===== src/rtl/activation_cache.sv =====
// Activation history cache: pairs each accepted C-channel sample with the sample
// DILATION accepts earlier (zero until that much history exists).
module activation_cache #(
  parameter int W        = 16,
  parameter int C        = 4,
  parameter int DILATION = 4
) (
  input  logic                clk,
  input  logic                rst,
  input  logic                clear,
  input  logic signed [W-1:0] in_sample [0:C-1],
  input  logic                in_v,
  output logic                in_ready,
  output logic signed [W-1:0] out [0:2*C-1],
  output logic                out_v,
  input  logic                out_ready
);

  localparam int PW = (DILATION > 1) ? $clog2(DILATION) : 1;
  localparam int FW = $clog2(DILATION + 1);
  localparam logic [PW-1:0] PTR_LAST  = PW'(DILATION - 1);
  localparam logic [FW-1:0] FILL_FULL = FW'(DILATION);

  typedef enum logic [1:0] {
    IDLE    = 2'd0,
    LOOKUP  = 2'd1,
    PRESENT = 2'd2
  } state_t;

  state_t              state_r;
  state_t              state_nxt_s;
  logic [C*W-1:0]      mem_r [0:DILATION-1];
  logic [C*W-1:0]      in_flat_s;
  logic [C*W-1:0]      cur_r;
  logic [C*W-1:0]      rd_data_r;
  logic signed [W-1:0] out_r [0:2*C-1];
  logic [PW-1:0]       wr_ptr_r;
  logic [FW-1:0]       fill_cnt_r;
  logic                in_ready_r;
  logic                out_v_r;
  logic                accept_s;
  logic                we_s;

  // Flatten the per-channel input words into one slot-wide word.
  always_comb begin
    in_flat_s = '0;
    for (int c = 0; c < C; c++) begin
      in_flat_s[c*W +: W] = in_sample[c];
    end
  end

  // Next-state decode; clear overrides every state.
  always_comb begin
    state_nxt_s = state_r;
    if (clear) begin
      state_nxt_s = IDLE;
    end else begin
      case (state_r)
        IDLE:    if (in_v) state_nxt_s = LOOKUP; else state_nxt_s = IDLE;
        LOOKUP:  state_nxt_s = PRESENT;
        PRESENT: if (out_v_r && out_ready) state_nxt_s = IDLE; else state_nxt_s = PRESENT;
        default: state_nxt_s = IDLE;
      endcase
    end
  end

  assign accept_s = (state_r == IDLE) && in_v && !clear;
  assign we_s     = (state_r == LOOKUP) && !clear;

  // History storage write; contents are deliberately left unreset.
  always_ff @(posedge clk) begin
    if (we_s) begin
      mem_r[wr_ptr_r] <= cur_r;
    end
  end

  // Control state, pointers and registered outputs.
  always_ff @(posedge clk or negedge rst) begin
    if (!rst) begin
      state_r    <= IDLE;
      wr_ptr_r   <= '0;
      fill_cnt_r <= '0;
      in_ready_r <= 1'b1;
      out_v_r    <= 1'b0;
      cur_r      <= '0;
      rd_data_r  <= '0;
      for (int i = 0; i < 2*C; i++) out_r[i] <= '0;
    end else begin
      state_r    <= state_nxt_s;
      in_ready_r <= (state_nxt_s == IDLE);
      // out_v rises one cycle into PRESENT, once out has settled.
      out_v_r    <= (state_nxt_s == PRESENT) && (state_r == PRESENT);
      if (accept_s) begin
        cur_r     <= in_flat_s;
        rd_data_r <= mem_r[wr_ptr_r];
      end else begin
        cur_r     <= cur_r;
        rd_data_r <= rd_data_r;
      end
      if (clear) begin
        wr_ptr_r   <= '0;
        fill_cnt_r <= '0;
      end else if (state_r == LOOKUP) begin
        // rd_data_r was captured before this slot is overwritten: read-before-write.
        for (int c = 0; c < C; c++) begin
          if (fill_cnt_r == FILL_FULL) out_r[c] <= rd_data_r[c*W +: W];
          else                         out_r[c] <= '0;
          out_r[C+c] <= cur_r[c*W +: W];
        end
        if (wr_ptr_r == PTR_LAST) wr_ptr_r <= '0;
        else                      wr_ptr_r <= wr_ptr_r + PW'(1);
        if (fill_cnt_r != FILL_FULL) fill_cnt_r <= fill_cnt_r + FW'(1);
        else                         fill_cnt_r <= fill_cnt_r;
      end else begin
        wr_ptr_r   <= wr_ptr_r;
        fill_cnt_r <= fill_cnt_r;
      end
    end
  end

  assign in_ready = in_ready_r;
  assign out_v    = out_v_r;
  assign out      = out_r;

endmodule


===== config.mk =====
export PLATFORM = sky130hd
export DESIGN_NAME = activation_cache
export DESIGN_NICKNAME = d
export VERILOG_FILES = /design/src/rtl/activation_cache.sv
export SDC_FILE = /design/constraint.sdc
export NUM_CORES = 1
export LEC_CHECK = 0
export CORE_MARGIN = 3
export CORE_UTILIZATION = 50
export CTS_BUF_LIST = sky130_fd_sc_hd__clkbuf_4
export DETAILED_ROUTE_END_ITERATION = 8
export PLACE_DENSITY = 0.72
export SLEW_MARGIN = 20
export SYNTH_ARGS = -nofsm -noshare
export SYNTH_HDL_FRONTEND = slang
export SYNTH_SLANG_ARGS = --single-unit

===== constraint.sdc =====
create_clock -name clk -period 4 [get_ports clk]
set_clock_uncertainty 0.05 [all_clocks]
set_input_delay 0.6 -clock clk [delete_from_list [all_inputs] [get_ports clk]]
set_output_delay 0.6 -clock clk [all_outputs]
set_load 0.02 [all_outputs]

==> flow_summary.yaml <==
clock_tree:
  ctsResizeCount: 0
  total_of_hold_buffers_inserted_after_clock_tree_synthesis: 1
  clkSinkCount: 521
  h_tree_levels: 4
  cts_inserted_buffers: 136
  clock-root-buffer: "sky130_fd_sc_hd__clkbuf_4"
  max-clock-path-buffers: 3
  clk_transition_reported_paths_ns: 0.06
  clock_insertion_delay_worst_skew_ns: 0.80
  cts_tree: "yes"
  post-cts-setup-buffer-count: 0
placed_design:
  post-dp-hpwl_um: 21700
  buffer_ports.inserted: 198
  place.gp.congestion: 0.716
  dpl_worst_slack_ns: 1.10
logic_synthesis:
  synthDominantAreaCellType: "sky130_fd_sc_hd__edfxtp_1"
  synth_top_flop_cell: "sky130_fd_sc_hd__dfrtp_1"
  synth.area.top_cells: "sky130_fd_sc_hd__edfxtp_1, sky130_fd_sc_hd__dfrtp_1, sky130_fd_sc_hd__mux2_2"
  edff_count_synth: 256
  netlist_instances: 1071
  syn_nets: 1146
  yosysWarnings: 0
  seq_total_area_yosys: 0.740
  netlist.area_leader.share: 0.397
  synth_cell_type_count: 28
  synth-async-reset-ratio: 0.509
  syn-mean-instance-area_um2: 18.1
  post_syn_area_um2: 19300
  number_of_flip_flops_and_latches_in_the_synthesized_netlist: 521
global_routing:
  grtUsageTotal: 0.192
  antenna_violations_before_repair: 1
  grt_pass1_vias: 11300
  wire_length_of_the_first_global_routing_pass_um: 61200
  pin_count_of_the_biggest_net_entering_global_routing: 118
  grt_overflow: 0
run_status:
  run_status: "finished, final reports clean"
final_layout:
  finalNetCount: 1443
  area_delta_synth_final_pct: 23.4
  drive_above_1_share: 0.348
route:
  vias_per_cell: 5.17
  drt_iter0_markers: 419
  drtAntennaViolNets: 0
  wl_per_cell_um: 18.9
  number_of_detailed_route_iterations_in_the_first_pass: 5
  vias: 10300
  post-route-drc-count: 0
  detail_route.wirelength_um: 37700
critical_path:
  critPathLaunchType: "flip-flop"
  worstSetupPathDepth: 1
  rrSetupSlack_ns: 1.49
  slowest_stage_cell_cp: "sky130_fd_sc_hd__clkdlybuf4s50_1"
  critical-path-max-stage-delay_ns: 0.59
  worst_setup_path_endpoint: "in_ready"
  timing.rr.start: "state_r[0]"
  critical_path_required_ns: 3.35
  beginning_of_the_critical_path: "in_ready"
  critPathArrivalTime_ns: 1.90
  crit_type: "flip-flop to primary output"
  largest_delay_share_family_worst_path: "buffers and inverters"
  worstRegToRegCells: 3
  crit_buf_inv: 1
  critical_path_peak_fanout: 1
  end_kind: "primary output"
  reg2reg_to: "mem_r[3][50]"
  path_cells: "clkdlybuf4s50_1"
sta:
  fin_crit_sh: 0.638
  timing_hold_violations_final: 0
  final-max-slew-violation-count: 0
  actual_slew_at_the_worst_max_slew_pin_ns: 0.963
  post-route-worst-setup-slack_ns: 1.45
  setup_tns_ns: 0
  layout_min_cycle_time_ns: 2.55
  final_setup_violation_count: 0
  setup_repair_after_global_routing_missed_its_margin: "false"
  max_freq_mhz: 392
  timing.max_slew.rel_slack: 0.358
pwr:
  power.leakage_nw: 8.98
  power_density_cells_nw_per_um2: 573
  vdd.ir_drop.worst_mv: 0.343
die:
  initial_core_util: 0.510
  die_area_um2: 41100
  die_w_um: 203
  floorplan.core_area_um2: 37900
  io_pins: 199
  chipHeight_um: 203
  rows: 71
hold_path:
  hp-class: "primary input to flip-flop"
run:
  maxCapViolCount: 0
[layer usage]
metal,GRT usage,share of wire
met1,0.252,0.43
met2,0.310,0.50
met3,0.0519,0.055
met4,0.0730,0.015
met5,0,0
[layout make-up]
cell class / count / area [µm²]
sequential: 521 / 14300
fill: 2808 / 14100
multi-input combinational: 486 / 4710
timing repair buffer: 218 / 2280
clock buffer: 212 / 1590
tap: 511 / 639
clock inverter: 37 / 312
inverter: 5 / 18.8
antenna: 1 / 2.50
[metrics by stage]
stage	hold WS, ns	power, mW	instance area [µm²]	util	std cells
after CTS	0.265	13.9	23900	0.629	1990
after detailed placement	0.421	8.98	22000	0.579	1740
after global routing	0.294	14.4	23900	0.629	1991
after global placement	0.410	8.90	22000	0.579	1740
after floorplan	0.254	7.97	19300	-	1071
final	0.368	13.7	23900	0.629	1991
[placed cells by master, fill, tap and decap left out, types with 8 or more instances in the layout]
master | synthesis | layout
sky130_fd_sc_hd__dfrtp_1 | 264 | 262
sky130_fd_sc_hd__edfxtp_1 | 256 | 256
sky130_fd_sc_hd__clkbuf_4 | 0 | 212
sky130_fd_sc_hd__clkdlybuf4s50_1 | 0 | 197
sky130_fd_sc_hd__mux2_2 | 190 | 190
sky130_fd_sc_hd__nand2_1 | 133 | 133
sky130_fd_sc_hd__o21ai_0 | 66 | 66
sky130_fd_sc_hd__mux4_2 | 64 | 64
sky130_fd_sc_hd__clkinv_1 | 0 | 20
sky130_fd_sc_hd__buf_12 | 0 | 11
sky130_fd_sc_hd__buf_4 | 11 | 8
[registers in the layout, indices dropped and copies added, names as in the netlist]
| register | cells |
|---|---|
| out | 128 |
| rd_data_r | 64 |
| cur_r | 64 |
| in_ready | 1 |
| mem_r | 256 |
| fill_cnt_r | 3 |
| wr_ptr_r | 2 |
| state_r | 2 |
| out_v | 1 |
[cells by family (layout without fill, tap and decap cells)]
family / Yosys count / after routing / share of synthesized area
AO/OA/AOI/OAI: 73 / 73 / 0.0190
flip-flops: 521 / 521 / 0.740
adder cells (fa/ha/maj): 6 / 6 / 0.00388
other: 0 / 1 / 0
multiplexers: 257 / 257 / 0.187
buffers and inverters: 64 / 472 / 0.0182
AND/OR/NAND/NOR: 150 / 150 / 0.0316
[power breakdown]
part | internal (mW) | leakage (nW) | switching (mW) | total, mW
registers | 6.41 | 5.60 | 0.493 | 6.91
clock network | 2.80 | 1.12 | 2.05 | 4.85
logic | 1.11 | 2.25 | 0.826 | 1.93
[worst min path at each step]
stage	cells after the start	start	slack (ns)	end
2_1_floorplan	0	rst	0.25	cur_r[0]
4_1_cts	2	in_sample[19]	0.26	cur_r[35]
6_report	2	in_sample[44]	0.37	cur_r[28]
5_1_grt	2	in_sample[15]	0.29	cur_r[63]
3_3_place_gp	2	out[127]	0.41	out[127]
3_5_place_dp	2	out[64]	0.42	out[64]
[cell usage after synthesis (2+ instances only)]
master and number:
sky130_fd_sc_hd__a21oi_1 6, sky130_fd_sc_hd__and3_1 4, sky130_fd_sc_hd__buf_2 14, sky130_fd_sc_hd__buf_4 11
sky130_fd_sc_hd__buf_6 7, sky130_fd_sc_hd__clkbuf_1 26, sky130_fd_sc_hd__dfrtp_1 264, sky130_fd_sc_hd__edfxtp_1 256
sky130_fd_sc_hd__ha_1 6, sky130_fd_sc_hd__inv_1 5, sky130_fd_sc_hd__mux2_2 190, sky130_fd_sc_hd__mux2_4 2
sky130_fd_sc_hd__mux4_2 64, sky130_fd_sc_hd__nand2_1 133, sky130_fd_sc_hd__nand3_1 2, sky130_fd_sc_hd__nor2_1 3
sky130_fd_sc_hd__nor2b_1 2, sky130_fd_sc_hd__o21ai_0 66
No activity file was read; power rests on OpenSTA's default activity.
